[config.mk]
export PLATFORM = sky130hd
export DESIGN_NAME = nasti_dma_mover
export DESIGN_NICKNAME = d
export VERILOG_FILES = /design/src/rtl/nasti_dma_pkg.sv /design/src/rtl/nasti_dma_buf.sv /design/src/rtl/nasti_dma_mover.sv
export SDC_FILE = /design/constraint.sdc
export NUM_CORES = 2
export LEC_CHECK = 0
export CELL_PAD_IN_SITES_DETAIL_PLACEMENT = 0
export CELL_PAD_IN_SITES_GLOBAL_PLACEMENT = 1
export CORE_MARGIN = 2
export CORE_UTILIZATION = 46
export CTS_CLUSTER_DIAMETER = 120
export DETAILED_ROUTE_END_ITERATION = 12
export PLACE_DENSITY = 0.86
export SETUP_SLACK_MARGIN = 0.5
export SYNTH_ARGS = -nofsm -noshare
export SYNTH_HDL_FRONTEND = slang
export SYNTH_SLANG_ARGS = --single-unit
export TNS_END_PERCENT = 30
[constraint.sdc]
create_clock -name aclk -period 15.2 [get_ports aclk]
set_clock_uncertainty 0.15 [all_clocks]
set_input_delay 2.28 -clock aclk [delete_from_list [all_inputs] [get_ports aclk]]
set_output_delay 2.28 -clock aclk [all_outputs]
set_load 0.05 [all_outputs]
[src/rtl/nasti_dma_pkg.sv]
// Shared types and helpers for the NASTI DMA data mover.
//   state_t     : mover FSM states
//   BURST_INCR  : AXI INCR burst encoding
//   RESP_OKAY   : AXI OKAY response encoding
//   BOUNDARY_4K : bursts may not cross this address boundary
//   calc_burst  : beats for the next burst (remaining, MAX_BURST and 4 KiB limits)
package nasti_dma_pkg;

  typedef enum logic [2:0] {
    IDLE,
    RD_ADDR,
    RD_DATA,
    WR_ADDR,
    WR_DATA,
    WR_RESP,
    FINISH
  } state_t;

  localparam logic [1:0] BURST_INCR = 2'b01;
  localparam logic [1:0] RESP_OKAY  = 2'b00;
  localparam int unsigned BOUNDARY_4K = 4096;

  // Smallest of: remaining beats, max_burst, beats left before the next
  // 4 KiB boundary of src, and the same for dst. Addresses are beat aligned,
  // so the room to a boundary is always at least one beat.
  function automatic logic [8:0] calc_burst(
    input logic [63:0] remaining,
    input logic [63:0] src,
    input logic [63:0] dst,
    input int unsigned size_log2,
    input int unsigned max_burst
  );
    logic [63:0] beats;
    logic [63:0] src_room;
    logic [63:0] dst_room;
    beats    = remaining;
    src_room = (64'(BOUNDARY_4K) - (src & 64'(BOUNDARY_4K - 1))) >> size_log2;
    dst_room = (64'(BOUNDARY_4K) - (dst & 64'(BOUNDARY_4K - 1))) >> size_log2;
    if (beats > 64'(max_burst)) beats = 64'(max_burst);
    if (beats > src_room) beats = src_room;
    if (beats > dst_room) beats = dst_room;
    return beats[8:0];
  endfunction

endpackage

[src/rtl/nasti_dma_buf.sv]
// Burst staging buffer: DEPTH x DATA_WIDTH register file.
//   clk     : clock
//   we      : write enable
//   wr_idx  : write index
//   wr_data : write data
//   rd_idx  : read index (asynchronous read)
//   rd_data : read data
module nasti_dma_buf #(
  parameter int unsigned DEPTH      = 16,
  parameter int unsigned DATA_WIDTH = 64,
  parameter int unsigned IDX_W      = 4
) (
  input  logic                  clk,
  input  logic                  we,
  input  logic [IDX_W-1:0]      wr_idx,
  input  logic [DATA_WIDTH-1:0] wr_data,
  input  logic [IDX_W-1:0]      rd_idx,
  output logic [DATA_WIDTH-1:0] rd_data
);

  logic [DATA_WIDTH-1:0] mem [DEPTH];

  always_ff @(posedge clk) begin
    if (we) mem[wr_idx] <= wr_data;
  end

  always_comb begin
    rd_data = mem[rd_idx];
  end

endmodule

[src/rtl/nasti_dma_mover.sv]
// NASTI (AXI4) memory-to-memory data mover: read burst into a buffer, then
// write the buffer out, repeating until the byte count is exhausted.
//   aclk, areset        : clock, asynchronous active-high reset
//   en                  : start request (level)
//   src_addr, dst_addr  : beat-aligned byte addresses
//   length              : byte count, multiple of the beat size
//   done                : 1 = idle/finished
//   err                 : sticky error from the last transfer
//   ar_* / r_*          : read address / read data channels
//   aw_* / w_* / b_*    : write address / write data / write response channels
module nasti_dma_mover
  import nasti_dma_pkg::*;
#(
  parameter int unsigned ADDR_WIDTH = 64,
  parameter int unsigned DATA_WIDTH = 64,
  parameter int unsigned MAX_BURST  = 16
) (
  input  logic                    aclk,
  input  logic                    areset,
  input  logic                    en,
  input  logic [ADDR_WIDTH-1:0]   src_addr,
  input  logic [ADDR_WIDTH-1:0]   dst_addr,
  input  logic [ADDR_WIDTH-1:0]   length,
  output logic                    done,
  output logic                    err,
  output logic [ADDR_WIDTH-1:0]   ar_addr,
  output logic [7:0]              ar_len,
  output logic [2:0]              ar_size,
  output logic [1:0]              ar_burst,
  output logic                    ar_valid,
  input  logic                    ar_ready,
  input  logic [DATA_WIDTH-1:0]   r_data,
  input  logic [1:0]              r_resp,
  input  logic                    r_last,
  input  logic                    r_valid,
  output logic                    r_ready,
  output logic [ADDR_WIDTH-1:0]   aw_addr,
  output logic [7:0]              aw_len,
  output logic [2:0]              aw_size,
  output logic [1:0]              aw_burst,
  output logic                    aw_valid,
  input  logic                    aw_ready,
  output logic [DATA_WIDTH-1:0]   w_data,
  output logic [DATA_WIDTH/8-1:0] w_strb,
  output logic                    w_last,
  output logic                    w_valid,
  input  logic                    w_ready,
  input  logic [1:0]              b_resp,
  input  logic                    b_valid,
  output logic                    b_ready
);

  localparam int unsigned SIZE_LOG2 = $clog2(DATA_WIDTH / 8);
  localparam int unsigned IDX_W     = (MAX_BURST > 1) ? $clog2(MAX_BURST) : 1;

  state_t                state;
  logic [ADDR_WIDTH-1:0] src;
  logic [ADDR_WIDTH-1:0] dst;
  logic [ADDR_WIDTH-1:0] rem;
  logic [8:0]            burst;
  logic [7:0]            idx;

  logic [ADDR_WIDTH-1:0] step;
  logic [ADDR_WIDTH-1:0] next_src;
  logic [ADDR_WIDTH-1:0] next_dst;
  logic [ADDR_WIDTH-1:0] next_rem;
  logic [ADDR_WIDTH-1:0] req_beats;
  logic [8:0]            first_burst;
  logic [8:0]            next_burst;
  logic                  beat_last;
  logic                  buf_we;

  always_comb begin
    step        = ADDR_WIDTH'(burst) << SIZE_LOG2;
    next_src    = src + step;
    next_dst    = dst + step;
    next_rem    = rem - ADDR_WIDTH'(burst);
    req_beats   = length >> SIZE_LOG2;
    first_burst = calc_burst(64'(req_beats), 64'(src_addr), 64'(dst_addr),
                             SIZE_LOG2, MAX_BURST);
    next_burst  = calc_burst(64'(next_rem), 64'(next_src), 64'(next_dst),
                             SIZE_LOG2, MAX_BURST);
    beat_last   = ({1'b0, idx} == burst - 9'd1);
    buf_we      = (state == RD_DATA) && r_valid && r_ready;
  end

  always_comb begin
    ar_size  = 3'(SIZE_LOG2);
    aw_size  = 3'(SIZE_LOG2);
    ar_burst = BURST_INCR;
    aw_burst = BURST_INCR;
    w_strb   = '1;
  end

  // idx is the read write-index in RD_DATA and the write read-index in WR_DATA.
  nasti_dma_buf #(
    .DEPTH      (MAX_BURST),
    .DATA_WIDTH (DATA_WIDTH),
    .IDX_W      (IDX_W)
  ) u_buf (
    .clk     (aclk),
    .we      (buf_we),
    .wr_idx  (idx[IDX_W-1:0]),
    .wr_data (r_data),
    .rd_idx  (idx[IDX_W-1:0]),
    .rd_data (w_data)
  );

  always_ff @(posedge aclk or posedge areset) begin
    if (areset) begin
      state    <= IDLE;
      src      <= '0;
      dst      <= '0;
      rem      <= '0;
      burst    <= '0;
      idx      <= '0;
      done     <= 1'b1;
      err      <= 1'b0;
      ar_addr  <= '0;
      ar_len   <= '0;
      ar_valid <= 1'b0;
      r_ready  <= 1'b0;
      aw_addr  <= '0;
      aw_len   <= '0;
      aw_valid <= 1'b0;
      w_last   <= 1'b0;
      w_valid  <= 1'b0;
      b_ready  <= 1'b0;
    end else begin
      case (state)
        IDLE: begin
          if (en) begin
            src   <= src_addr;
            dst   <= dst_addr;
            rem   <= req_beats;
            burst <= first_burst;
            err   <= 1'b0;
            done  <= 1'b0;
            state <= (req_beats == '0) ? FINISH : RD_ADDR;
          end
        end

        // First cycle in the state raises ar_valid; the handshake is taken
        // only once ar_valid is already visible to the slave.
        RD_ADDR: begin
          if (!ar_valid) begin
            ar_valid <= 1'b1;
            ar_addr  <= src;
            ar_len   <= 8'(burst - 9'd1);
          end else if (ar_ready) begin
            ar_valid <= 1'b0;
            r_ready  <= 1'b1;
            idx      <= '0;
            state    <= RD_DATA;
          end
        end

        // Leave on r_last or on the expected beat count, whichever is first;
        // disagreement between the two is a protocol error.
        RD_DATA: begin
          if (r_valid) begin
            idx <= idx + 8'd1;
            if (r_resp != RESP_OKAY || r_last != beat_last) err <= 1'b1;
            if (r_last || beat_last) begin
              r_ready  <= 1'b0;
              aw_valid <= 1'b1;
              aw_addr  <= dst;
              aw_len   <= 8'(burst - 9'd1);
              state    <= WR_ADDR;
            end
          end
        end

        WR_ADDR: begin
          if (aw_ready) begin
            aw_valid <= 1'b0;
            w_valid  <= 1'b1;
            w_last   <= (burst == 9'd1);
            idx      <= '0;
            state    <= WR_DATA;
          end
        end

        WR_DATA: begin
          if (w_ready) begin
            if (w_last) begin
              w_valid <= 1'b0;
              w_last  <= 1'b0;
              b_ready <= 1'b1;
              state   <= WR_RESP;
            end else begin
              idx    <= idx + 8'd1;
              w_last <= ({1'b0, idx} + 9'd2 == burst);
            end
          end
        end

        WR_RESP: begin
          if (b_valid) begin
            b_ready <= 1'b0;
            src     <= next_src;
            dst     <= next_dst;
            rem     <= next_rem;
            if (b_resp != RESP_OKAY) err <= 1'b1;
            if (err || b_resp != RESP_OKAY || next_rem == '0) begin
              state <= FINISH;
            end else begin
              burst <= next_burst;
              state <= RD_ADDR;
            end
          end
        end

        FINISH: begin
          done  <= 1'b1;
          state <= IDLE;
        end

        default: state <= IDLE;
      endcase
    end
  end

endmodule

Word level (Yosys, flattened, before mapping)
Memory sizes are Yosys's and may differ from the RTL's.
Cells that the tools add are included.
{"block": "classes", "add_sub_neg": 10, "magnitude_cmp": 6, "n_eq_ne": 23, "muxes": 70, "bitwise_logic": 1, "n_reduce_logical": 32}
{"cell": "two-way mux 64 bit", "n": 8}
{"cell": "one-hot mux 64 bit (2 select lines)", "n": 3}
{"cell": "adder 64 x 12 -> 64 bit", "n": 2}
{"cell": "greater-than comparator 64 x 61 -> 1 bit", "n": 2}
{"cell": "logical NOT 64 bit", "n": 2}
{"cell": "greater-than comparator 61 bit", "n": 2}
{"cell": "two-way mux 61 bit", "n": 2}
{"cell": "greater-than comparator 64 x 5 -> 1 bit, second input constant", "n": 1}
{"cell": "subtractor 64 x 9 -> 64 bit", "n": 1}
{"cell": "greater-than comparator 61 x 5 -> 1 bit, second input constant", "n": 1}
{"cell": "subtractor 13 x 12 -> 14 bit, first input constant", "n": 4}
{"cell": "two-way mux 8 bit", "n": 6}
{"cell": "two-way mux 9 bit", "n": 5}
{"cell": "two-way mux 3 bit", "n": 11}
{"cell": "one-hot mux 8 bit (4 select lines)", "n": 1}
{"cell": "two-way mux 1 bit", "n": 25}
{"cell": "inequality test 2 bit, second input constant", "n": 11}
{"cell": "one-hot mux 3 bit (6 select lines)", "n": 1}
{"cell": "one-hot mux 9 bit (2 select lines)", "n": 1}
{"cell": "AND reduction 4 bit", "n": 4}
{"cell": "nonzero test 2 bit", "n": 8}
{"cell": "one-hot mux 1 bit (2 select lines)", "n": 6}
{"cell": "adder 8 x 2 -> 9 bit, second input constant", "n": 1}
{"cell": "== test 3 bit, second input constant", "n": 3}
{"cell": "other kinds (22)", "n": 31}
{"block": "word_totals", "reg_bits": 364, "ramBits": 1024, "in_bits": 269, "out_inout_bits": 234, "wordCells": 161, "mem_count": 1}
{"name": "u_buf.mem", "words": 16, "word_bits": 64, "read_ports": 1, "rd_clocked_by_memory_dff": 0, "write_ports": 1, "line_no": "nasti_dma_buf.sv:21", "source": "logic [DATA_WIDTH-1:0] mem [DEPTH];"}

Logic depth before layout (Yosys ltp)
{"block": "logic_depth", "word_depth": 10, "ltp_mapped": 37, "ltp_nobuf": 34}

Cells and area by module
A second synthesis with hierarchy kept.
{"block": "unflattened", "cells_unflattened": 4358, "hier_area_um2": 60914.7}
{"module": "nasti_dma_buf", "n_inst": 1, "cells_each": 1583, "area_each_um2": 38300.5, "seq_area_each_um2": 30749.5}
{"module": "nasti_dma_mover", "n_inst": 1, "cells_each": 2775, "area_each_um2": 22614.2, "seq_area_each_um2": 9110.0}

Worst setup path before layout
No wires, ideal clock.
{"block": "synth_path", "path_type": "input -> register", "start": "in r_valid", "end": "mem u_buf.mem[1][0], enable pin", "setup_ps": 565, "t_arrival_ps": 7118, "t_required_ps": 14485, "setup_slack_ps": 7368, "stages": 4, "path_buffers": 0, "cell_sequence": "nand2_1 -> nor3_1 -> nand2_1 -> nor3_1"}
{"block": "synth_between", "elab_chain_cells": 4}
{"item": "start: declaration", "line_no": "nasti_dma_mover.sv:35", "source": "input logic r_valid,"}
{"item": "logical AND 1 bit (2 in series)", "line_no": "nasti_dma_mover.sv:84", "source": "buf_we = (state == RD_DATA) && r_valid && r_ready;"}
{"item": "two-way mux 1 bit", "line_no": "nasti_dma_buf.sv:24", "source": "if (we) mem[wr_idx] <= wr_data;"}
{"item": "two-way mux 1 bit (implied by the code)", "line_no": "nasti_dma_buf.sv:24"}
{"item": "end: declaration", "line_no": "nasti_dma_buf.sv:21"}
Every way passes these cells.

Worst setup path in the final report
{"block": "layout_path", "start": "reg burst[8]", "end": "reg burst[5]"}
{"block": "layout_between", "elab_chain_cells": 10, "elab_cells_between_ends": 18, "classes_between": "add/sub: 5; order compare: 3; eq/ne: 1; mux: 6; reduce/logical: 3"}
{"item": "start: declaration", "line_no": "nasti_dma_mover.sv:60", "source": "logic [8:0] burst;"}
{"item": "start signal: assignment", "line_no": "nasti_dma_mover.sv:136", "source": "burst <= first_burst;"}
{"item": "start signal: assignment", "line_no": "nasti_dma_mover.sv:208", "source": "burst <= next_burst;"}
{"item": "subtractor 64 x 9 -> 64 bit", "line_no": "nasti_dma_mover.sv:77", "source": "next_rem = rem - ADDR_WIDTH'(burst);"}
{"item": "greater-than comparator 64 x 5 -> 1 bit", "line_no": "nasti_dma_pkg.sv:39", "source": "if (beats > 64'(max_burst)) beats = 64'(max_burst);"}
{"item": "two-way mux 64 bit", "line_no": "nasti_dma_pkg.sv:39"}
{"item": "greater-than comparator 64 x 61 -> 1 bit", "line_no": "nasti_dma_pkg.sv:40", "source": "if (beats > src_room) beats = src_room;"}
{"item": "two-way mux 64 bit", "line_no": "nasti_dma_pkg.sv:40"}
{"item": "greater-than comparator 64 x 61 -> 1 bit", "line_no": "nasti_dma_pkg.sv:41", "source": "if (beats > dst_room) beats = dst_room;"}
{"item": "two-way mux 9 bit", "line_no": "nasti_dma_pkg.sv:41"}
{"item": "two-way mux 9 bit", "line_no": "nasti_dma_mover.sv:205", "source": "if (err || b_resp != RESP_OKAY || next_rem == '0) begin"}
{"item": "two-way mux 9 bit", "line_no": "nasti_dma_mover.sv:199", "source": "if (b_valid) begin"}
{"item": "one-hot mux 9 bit (2 select lines)", "line_no": "nasti_dma_mover.sv:130", "source": "case (state)"}
Parallel ways exist; a longest one is shown, timed or not. The select of a mux whose other input is x is not followed.
A chain may end at the register's enable or synchronous reset.

==> out/metrics.cfg <==
[synthesis]
synth_edf_count = 1024
syn-instance-count = 4081
ys_types = 93
synth_ff_type = edfxtp_1
ys_ff_latch = 1388
ys.warnings.count = 0
postSynthAreaPerCell_um2 = 15.03
synth_area_um2 = 61340
yosysSeqAreaShare = 0.6498
synth_async_sr_flop_share = 0.2622

[power_and_ir_drop]
p_leak_nw = 24.75
vdd_drop_max_mv = 0.1565
power.density_nw_per_um2 = 195.1

[detailed_routing]
drc = 0
wirelength_mm = 177.6
drt_first_pass_iters = 6
ant_nets = 0
post_drt_wl_per_cell_um = 27.58
post_drt_via_cell_ratio = 6.136
vias = 39510
drt_iter0_markers = 4252

[min_path]
hp-start = aw_len[4]
hp-class = reg2reg
hold_depth = 2

[setup_path]
worstPathArrival_ns = 10.18
rr_startpoint = burst[8]
worstPathRequired_ns = 15.71
end_kind = register
startpoint = burst[8]
reg2regPathDepth = 34
critPathLaunchType = register
slowest_stage = o31ai_1
critPathMaxFanout = 16
rr_endpoint = burst[5]
r2r_slack_ns = 5.53
crit_type = reg2reg
cp-endpoint = burst[5]
cp_slowest_stage_delay_ns = 0.73

[sta]
maxSlewViolCount = 0
tightest_slew_ns = 1.139
rsz0062_at_grt = false
finalSetupViolCount = 0
slew_headroom = 0.2406
fin_ws_ns = 5.535
period_needed_ns = 9.665
hold_viol = 0
finalSetupTns_ns = 0
max_freq_mhz = 103.5
post-route-period-util = 0.6359

[floorplanning]
die-area_um2 = 136300
row_count = 133
start_util = 0.4648
core-area_um2 = 132000
fp.dieW_um = 369.2
dieHeight_um = 369.2
io_pins = 503

[clock_tree]
clock_sinks = 1388
cts_tree = done
cts_buffer_depth = 3
holdBufCountCts = 0
cts_made_buffers = 145
cts_setup_buffers = 0
cts.clk_slew.worst_paths_ns = 0.06
htree_levels = 4
cts.repair.resized = 0
clk_latency_ns = 0.79
clk_root_buffer_cell = clkbuf_16

[finish]
area_growth_pct = 18.85
final_common_cell = edfxtp_1
post_route_cells_drive_above_1_share = 0.1704
fin_nets = 4902
layout_common_cells = edfxtp_1, clkdlybuf4s50_1, dfrtp_1

[global_route]
antenna_found_initial = 42
overflow = 0
grt_max_degree = 143
grt_usage = 0.2581
grt_pass1_vias = 39060
grt_pass1_wl_mm = 260.4

[placement]
hpwl_mm = 105.1
place_congestion = 0.9019
io_buffer_count = 481
dpl_worst_slack_ns = 5.675

[run]
drv_cap = 0

[outcome]
status = completed

==> power by group <==
| part | total [mW] | switching (mW) | internal [mW] |
|---|---|---|---|
| Sequential | 5.10 | 0.557 | 4.55 |
| Clock | 3.51 | 1.56 | 1.95 |
| Combinational | 5.61 | 3.45 | 2.16 |
==> layout make-up <==
type / instances / area, µm²
Fill cell: 10230 / 59060
Sequential cell: 1388 / 39870
Multi-Input combinational cell: 2415 / 20540
Timing Repair Buffer: 543 / 5305
Clock buffer: 177 / 3860
Tap cell: 1755 / 2196
Clock inverter: 80 / 833.3
Inverter: 62 / 240.2
Antenna cell: 19 / 47.55
==> metrics by stage <==
stage	cells	instance area (µm²)	util	total power [mW]	hold WS, ns
finish	6439	72900	0.5524	14.22	0.3275
global placement	6163	68160	0.5165	10.63	0.3124
global route	6430	72880	0.5522	14.92	0.3663
detailed placement	6163	68160	0.5165	10.72	0.3190
CTS	6420	72850	0.5521	14.27	0.3323
floorplan	4107	61440	-	8.979	0.3016
==> Yosys cell counts (all sizes together) (27+ instances only) <==
master | n | share of area
a21o | 29 | 0.0035
a21oi | 257 | 0.021
a31oi | 36 | 0.0039
and3 | 40 | 0.0041
buf | 55 | 0.0046
clkbuf | 187 | 0.011
dfrtp | 363 | 0.15
edfxtp | 1024 | 0.50
ha | 75 | 0.015
inv | 61 | 0.0037
mux2 | 135 | 0.025
mux4 | 320 | 0.12
nand2 | 235 | 0.014
nand3 | 86 | 0.0072
nand4 | 52 | 0.0053
nor2 | 305 | 0.019
nor3 | 81 | 0.0068
nor4 | 54 | 0.0064
o21ai | 189 | 0.016
o22a | 28 | 0.0040
o22ai | 48 | 0.0049
xnor2 | 56 | 0.0080
xor2 | 27 | 0.0039
==> per-layer routing <==
layer	up-vias	wire length, µm	global-route usage	share of wire
met1	20090	67140	0.3313	0.38
met4	52	5972	0.09042	0.034
met3	393	16990	0.06990	0.096
li1	17020	-	-	-
met5	-	337	0	0.0019
met2	1962	87130	0.4234	0.49
==> worst min-delay path by stage <==
stage / slack [ns] / endpoint
CTS: 0.33 / aw_len[1]
finish: 0.33 / aw_len[4]
global placement: 0.31 / aw_len[4]
detailed placement: 0.32 / aw_len[1]
floorplan: 0.30 / rem[61]
global route: 0.37 / aw_len[4]
==> sequential cells by signal (all words and copies together) (netlist names) <==
register,count
done,1
dst,64
b_ready,1
ar_len,8
src,64
state,3
idx,8
ar_valid,1
rem,64
ar_addr,64
w_last,1
u_buf.mem,1024
aw_len,8
burst,9
r_ready,1
err,1
aw_valid,1
aw_addr,64
w_valid,1
==> cells by family after synthesis <==
group,after synthesis,share of synthesized area
and+or+nand+nor,991,0.07931
DFF,1388,0.6498
xor gates and xnor gates,83,0.01185
adders and majority gates,78,0.01628
muxes,468,0.1447
buffers and inverters,304,0.01985
other,2,0.0001224
AOI/OAI and AO/OA,767,0.07805
==> critical path: cells and delay by family (launching register included) <==
kind | cells | cell delay [ns]
DFF | 1 | 0.66
buffers and inverters | 2 | 0.48
AOI/OAI and AO/OA | 14 | 3.04
xor gates and xnor gates | 1 | 0.21
and+or+nand+nor | 13 | 3.77
muxes | 1 | 0.29
adders and majority gates | 3 | 0.97
Power figures use the tool's default switching activity.
